## src/rtl/mmio_timer_if.sv

```systemverilog
// mmio_timer_if: CPU memory-bus signals seen by the memory-mapped timer.
// The CPU side drives Address/Wr/Datain; the timer returns Dataout, Hit and Irq.
interface mmio_timer_if;
    logic [31:0] Address;
    logic        Wr;
    logic [31:0] Datain;
    logic [31:0] Dataout;
    logic        Hit;
    logic        Irq;

    modport master (
        output Address, Wr, Datain,
        input  Dataout, Hit, Irq
    );

    modport slave (
        input  Address, Wr, Datain,
        output Dataout, Hit, Irq
    );
endinterface

```

## src/rtl/mmio_timer.sv

```systemverilog
// mmio_timer: prescaled 32-bit up-counter with compare match, claimed as a 16-byte MMIO window.
// Define MMIO_TIMER_IRQ_EN to implement CTRL.IRQ_EN and drive Irq; otherwise Irq is tied low.
module mmio_timer #(
    parameter logic [31:0] BASE_ADDR  = 32'h0000_0F00,
    parameter int unsigned PRESCALE_W = 8
) (
    input  logic        Clk,
    input  logic        Reset,
    mmio_timer_if.slave bus
);
    // state | meaning
    // IDLE  | CTRL.EN=0: prescaler held at 0, COUNT frozen
    // RUN   | CTRL.EN=1: prescaler counts, COUNT advances on each tick
    typedef enum logic {IDLE = 1'b0, RUN = 1'b1} state_t;

    localparam logic [1:0] REG_CTRL    = 2'd0;
    localparam logic [1:0] REG_COUNT   = 2'd1;
    localparam logic [1:0] REG_COMPARE = 2'd2;
    localparam logic [1:0] REG_STATUS  = 2'd3;
    localparam logic [PRESCALE_W-1:0] PRESC_ONE = 1;

    state_t                state_q, state_d;
    logic                  auto_q, auto_d;
    logic                  irq_en_q, irq_en_d;
    logic [PRESCALE_W-1:0] prescale_q, prescale_d;
    logic [PRESCALE_W-1:0] presc_cnt_q, presc_cnt_d;
    logic [31:0]           count_q, count_d;
    logic [31:0]           compare_q, compare_d;
    logic                  match_q, match_d;
    logic [31:0]           dataout_q, dataout_d;

    logic        hit;
    logic [1:0]  sel;
    logic        wr_hit;
    logic        wr_ctrl, wr_count, wr_compare, wr_status;
    logic        tick;
    logic [31:0] count_inc;
    logic        match_evt;
    logic [31:0] ctrl_rd;
    logic [31:0] rd_data;
    logic        unused_bits;

    assign hit        = (bus.Address[31:4] == BASE_ADDR[31:4]);
    assign sel        = bus.Address[3:2];
    assign wr_hit     = bus.Wr & hit;
    assign wr_ctrl    = wr_hit & (sel == REG_CTRL);
    assign wr_count   = wr_hit & (sel == REG_COUNT);
    assign wr_compare = wr_hit & (sel == REG_COMPARE);
    assign wr_status  = wr_hit & (sel == REG_STATUS);

    assign tick      = (state_q == RUN) && (presc_cnt_q == prescale_q);
    assign count_inc = count_q + 32'd1;
    // A CPU write to COUNT on a tick edge suppresses match evaluation for that edge.
    assign match_evt = tick && !wr_count && (count_inc == compare_q);

    assign unused_bits = ^{bus.Datain, bus.Address[1:0]};

    always_comb begin
        ctrl_rd                  = '0;
        ctrl_rd[0]               = (state_q == RUN);
        ctrl_rd[1]               = auto_q;
        ctrl_rd[2]               = irq_en_q;
        ctrl_rd[8 +: PRESCALE_W] = prescale_q;
    end

    always_comb begin
        rd_data = '0;
        unique case (sel)
            REG_CTRL:    rd_data = ctrl_rd;
            REG_COUNT:   rd_data = count_q;
            REG_COMPARE: rd_data = compare_q;
            REG_STATUS:  rd_data = {31'd0, match_q};
        endcase
    end

    always_comb begin
        state_d     = state_q;
        auto_d      = auto_q;
        irq_en_d    = irq_en_q;
        prescale_d  = prescale_q;
        presc_cnt_d = '0;
        count_d     = count_q;
        compare_d   = compare_q;
        match_d     = match_q;
        dataout_d   = (hit && !bus.Wr) ? rd_data : '0;

        unique case (state_q)
            IDLE: presc_cnt_d = '0;
            RUN: begin
                presc_cnt_d = tick ? '0 : presc_cnt_q + PRESC_ONE;
                if (tick && !wr_count) begin
                    count_d = (match_evt && auto_q) ? '0 : count_inc;
                    if (match_evt && !auto_q) begin
                        state_d = IDLE;
                    end
                end
            end
        endcase

        if (wr_ctrl) begin
            state_d    = bus.Datain[0] ? RUN : IDLE;
            auto_d     = bus.Datain[1];
`ifdef MMIO_TIMER_IRQ_EN
            irq_en_d   = bus.Datain[2];
`endif
            prescale_d = bus.Datain[8 +: PRESCALE_W];
        end

        if (wr_count) begin
            count_d     = bus.Datain;
            presc_cnt_d = '0;
        end

        if (wr_compare) begin
            compare_d = bus.Datain;
        end

        // W1C first, so a match on the same edge keeps MATCH set.
        if (wr_status && bus.Datain[0]) begin
            match_d = 1'b0;
        end
        if (match_evt) begin
            match_d = 1'b1;
        end

        if (state_d == IDLE) begin
            presc_cnt_d = '0;
        end
    end

    always_ff @(posedge Clk or posedge Reset) begin
        if (Reset) begin
            state_q     <= IDLE;
            auto_q      <= 1'b0;
            irq_en_q    <= 1'b0;
            prescale_q  <= '0;
            presc_cnt_q <= '0;
            count_q     <= '0;
            compare_q   <= '0;
            match_q     <= 1'b0;
            dataout_q   <= '0;
        end else begin
            state_q     <= state_d;
            auto_q      <= auto_d;
            irq_en_q    <= irq_en_d;
            prescale_q  <= prescale_d;
            presc_cnt_q <= presc_cnt_d;
            count_q     <= count_d;
            compare_q   <= compare_d;
            match_q     <= match_d;
            dataout_q   <= dataout_d;
        end
    end

    assign bus.Hit     = hit;
    assign bus.Dataout = dataout_q;
`ifdef MMIO_TIMER_IRQ_EN
    assign bus.Irq     = match_q & irq_en_q;
`else
    assign bus.Irq     = 1'b0;
`endif

endmodule

```

## src/flat_wrapper.sv

```systemverilog
// flat-port wrapper written by rule: the top's interface ports become plain ports
module mmio_timer_flat 
#(
    parameter logic [31:0] BASE_ADDR  = 32'h0000_0F00,
    parameter int unsigned PRESCALE_W = 8
)
  (Clk, Reset, bus_Address, bus_Wr, bus_Datain, bus_Dataout, bus_Hit, bus_Irq);
  mmio_timer_if bus_i ();
  input  logic Clk;
  input  logic Reset;
  input wire logic [$bits(bus_i.Address)-1:0] bus_Address;
  input wire logic [$bits(bus_i.Wr)-1:0] bus_Wr;
  input wire logic [$bits(bus_i.Datain)-1:0] bus_Datain;
  output wire logic [$bits(bus_i.Dataout)-1:0] bus_Dataout;
  output wire logic [$bits(bus_i.Hit)-1:0] bus_Hit;
  output wire logic [$bits(bus_i.Irq)-1:0] bus_Irq;
  assign bus_i.Address = bus_Address;
  assign bus_i.Wr = bus_Wr;
  assign bus_i.Datain = bus_Datain;
  assign bus_Dataout = bus_i.Dataout;
  assign bus_Hit = bus_i.Hit;
  assign bus_Irq = bus_i.Irq;
  mmio_timer #(.BASE_ADDR(BASE_ADDR), .PRESCALE_W(PRESCALE_W)) u_core (.Clk(Clk), .Reset(Reset), .bus(bus_i));
endmodule
```

## config.mk

```make
export PLATFORM = sky130hd
export DESIGN_NAME = mmio_timer_flat
export DESIGN_NICKNAME = d
export VERILOG_FILES = /design/src/rtl/mmio_timer_if.sv /design/src/rtl/mmio_timer.sv /design/src/flat_wrapper.sv
export SDC_FILE = /design/constraint.sdc
export NUM_CORES = 1
export LEC_CHECK = 0
export ABC_AREA = 0
export CAP_MARGIN = 20
export CELL_PAD_IN_SITES_DETAIL_PLACEMENT = 0
export CELL_PAD_IN_SITES_GLOBAL_PLACEMENT = 1
export CORE_MARGIN = 2
export CORE_UTILIZATION = 38
export DETAILED_ROUTE_END_ITERATION = 12
export GPL_TIMING_DRIVEN = 1
export PLACE_DENSITY_LB_ADDON = 0.1
export SLEW_MARGIN = 20
export SYNTH_ARGS = -nofsm -noshare
export SYNTH_HDL_FRONTEND = slang
export SYNTH_SLANG_ARGS = --single-unit
```

## constraint.sdc

```tcl
create_clock -name Clk -period 3.9 [get_ports Clk]
set_input_delay 0.78 -clock Clk [delete_from_list [all_inputs] [get_ports Clk]]
set_output_delay 0.78 -clock Clk [all_outputs]
set_load 0.05 [all_outputs]
```

==> results.txt <==
Synth Instances: 701
Full die area: 0.0185 sq mm
Io pins: 101
I/O Buffers: 97
Via count: 5,708
Pwr Density: 339 mW/mm^2
Xor/xnor share of the synthesized area: 8.47%
N_diodes: 0
Remaining global-route overflow: 0
Max Clock Skew: 0.00624 ns
Global-route wire length before repair: 31,300 microns
Pwr Total: 2.86 mW
Hold-fix buffers, CTS: 0
Filler cells: 1,657
Routed len/inst: 19.1 microns
Max transition margin: 45.5%
Sw power: 0.622 mW
DR vias/cell: 5.57
Setup Fix Bufs, Post-CTS: 0
Synth area leader: dfrtp_1
Most common cell in the netlist: dfrtp_1
Largest net degree at the start of global routing: 60
CP max stage cell: or4_1
Clock Sink Count: 115
Post-CTS sizing: 0
CP Launch Type: flip-flop
Main synth FF type: dfrtp_1
Starting Density: 38.5%
Multiplexer area fraction after synthesis: 9.00%
Commonest cells post-synth: 115 x dfrtp_1, 82 x nor2_1, 43 x xnor2_1, 42 x mux2_2, 41 x a21oi_1
Max Cap Viol: 0
Die extent in y: 136 microns
Stages on worst setup path: 11
Clock latency on the worst-skew pair: 0.42 ns
Crit Path Class: flip-flop to flip-flop
Core area: 0.0172 sq mm
Die span in x: 136 microns
Worst EP required: 4.19 ns
Tcrit/Tclk final: 91.6%
DRC: 0
Routability cong.: 0.854
Worst Max-Slew Pin Slew: 0.815 ns
Combinational Power Share: 5.0%
Post-Synth Simple-Gate Area: 20.4%
Vias in the first global route: 5,630
Layout cells sized above 1: 14.4%
Clk pin slew, worst setup/hold paths: 0.05 ns
Share of flip-flops with an asynchronous set or reset: 100%
Max VDD drop: 0.322 mV
Critical Path AT: 3.86 ns
Leakage power: 3.50 nW
Internal power: 2.24 mW
GRT Total Usage: 22.1%
RSZ-0062 raised after global routing: false
Final ANT Viol Nets: 0
Worst Hold Class: flip-flop to flip-flop
Row count: 48
Synth cell types: 57
#FFs+latches synth: 115
Sequential area share after synthesis: 43.5%
Total CTS buffers: 17
Cell mode on critical path: nand3_1
Largest stage delay on the critical path: 0.69 ns
Fmax: 0.280 GHz
Compound-Gate Fraction of Synth Area: 13.1%
Largest family of logic cells by synthesized area: simple AND/OR/NAND/NOR gates
Fin worst setup slack: 0.328 ns
Top delay family on crit path: simple AND/OR/NAND/NOR gates
Fin crit period: 3.57 ns
Net count, final: 856
H-tree depth: 4
Syn avg cell area: 9.44 sq um
Hpwl dp: 13,600 microns
CTS tree: yes
Final number of setup-violating endpoints: 0
Sw Share: 21.8%
Hold depth: 2
Final Hold Viols: 0
Initial antenna violation count: 0
Area contributors post-synth: dfrtp_1 44%, mux2_2 7.1%, xnor2_1 5.7%
TNS Setup: 0 ns
Max Slew Vio Count: 0
Synth top area share: 43.5%
Mapped Area: 0.00662 sq mm
1st-iter DRT viols: 342
YS warnings: 0
Max FO, Critical Path: 12
CTS Root Cell: clkbuf_16
Critical-path cell list: ha_1, nand3_1, or4_1, nor2_2, xnor2_1, nand3_1, nor4b_2, a41oi_4, buf_4, a32oi_1, o21ai_1
Post-Synth Adder-Cell Area: 0.378%
CTS max path bufs: 2
Pre-antenna DRT Iters: 5
Syn_nets: 770
Wirelength, routed: 19,600 microns
Clk pwr share: 53.2%
Reg power frac: 41.8%
CP endpoint kind: flip-flop
Post-synth EDFFs: 0
Worst Path Buf+Inv: 1
Cell count of the worst reg-to-reg path: 11
Area grow syn2layout: 27.4%
DP Worst Slack: 0.375 ns
Outcome: complete, no violations
## registers in the layout, summed over array words and instances, names as in the netlist
signal              cells
u_core.bus.Dataout     32
u_core.compare_q       32
u_core.count_q         32
u_core.presc_cnt_q      8
u_core.prescale_q       8
u_core.auto_q           1
u_core.match_q          1
u_core.state_q          1
## routing by layer
| metal | global-route usage (%) | vias up | share of wire, % | routed length [microns] |
|---|---|---|---|---|
| met3 | 4.36 | 18 | 5.9 | 1160 |
| met4 | 6.25 | 0 | 1.0 | 200 |
| met1 | 31.1 | 2818 | 47 | 9230 |
| li1 | - | 2690 | - | - |
| met2 | 34.8 | 182 | 46 | 8980 |
| met5 | 0 | - | 0 | 0 |
## layout by cell type, fill, tap and decap left out, drive strengths merged, types with 2 or more instances in the layout
master | netlist | final
mux2i | 10 | 10
bufinv | 0 | 2
nor2b | 5 | 5
ha | 2 | 2
o211ai | 9 | 9
nand2 | 36 | 36
xor2 | 21 | 21
a21o | 2 | 2
clkbuf | 35 | 22
and3 | 19 | 19
a32oi | 18 | 18
o31ai | 2 | 2
dfrtp | 115 | 115
xnor2 | 43 | 43
a22oi | 23 | 23
clkinvlp | 0 | 3
and2 | 2 | 2
inv | 25 | 25
nor3 | 7 | 7
and4 | 3 | 3
nand4 | 22 | 22
buf | 20 | 26
nor4b | 4 | 4
or3 | 5 | 5
nand3 | 37 | 37
a31oi | 2 | 2
nand2b | 2 | 2
nor2 | 83 | 83
clkdlybuf4s50 | 0 | 96
o21ai | 27 | 27
a21oi | 41 | 41
mux2 | 42 | 42
or4 | 6 | 6
nor4 | 20 | 20
clkinv | 0 | 5
## cell type report
class	instances	area, sq um	area share [%]
Tap cell	225	282	3.34
Timing Repair Buffer	122	1180	14.0
Inverter	25	96.3	1.14
Multi-Input combinational cell	506	3420	40.6
Clock inverter	10	108	1.28
Sequential cell	115	2880	34.2
Clock buffer	22	464	5.51
## kinds of logic (layout without fill, tap and decap cells)
family          count (synthesis)  after routing
mux                            53             53
compound gates                131            131
other cells                     1              1
xor+xnor                       64             64
flops                         115            115
fa+ha+maj                       2              2
buf+inv                        80            179
simple gates                  255            255
## worst min-delay path: cells and delay by family, from the launching register on
kind / cells / cell delay, ns
flip-flops: 1 / 0.33
AO/OA/AOI/OAI: 1 / 0.08
AND/OR/NAND/NOR: 1 / 0.06
## power groups by stage
stage	Combinational (mW)	Clock, mW	Sequential (mW)
6_report	0.144	1.52	1.19
5_1_grt	0.158	1.61	1.19
2_1_floorplan	0.0489	0	1.22
4_1_cts	0.148	1.55	1.19
3_3_place_gp	0.147	0	1.21
3_5_place_dp	0.147	0	1.21
## stage by stage
step	instance area (sq um)	utilization [%]	std cells	hold WS, ns
2_1_floorplan	6620	-	701	0.465
3_3_place_gp	7850	45.7	993	0.484
3_5_place_dp	7850	45.7	993	0.493
4_1_cts	8430	49.1	1025	0.507
5_1_grt	8430	49.1	1025	0.578
6_report	8430	49.1	1025	0.509
## final timing paths
path / to / startpoint / slack [ns]
worst max-delay path: u_core.count_q[31] / u_core.count_q[1] / 0.33
worst min-delay path: u_core.match_q / u_core.match_q / 0.51
worst max register to register: u_core.count_q[31] / u_core.count_q[1] / 0.33
worst min register to register: u_core.match_q / u_core.match_q / 0.51
max in group asynchronous: u_core.count_q[1] / Reset / 2.19
min in group asynchronous: u_core.bus.Dataout[1] / Reset / 0.80
No activity file was read; power rests on OpenSTA's default activity.
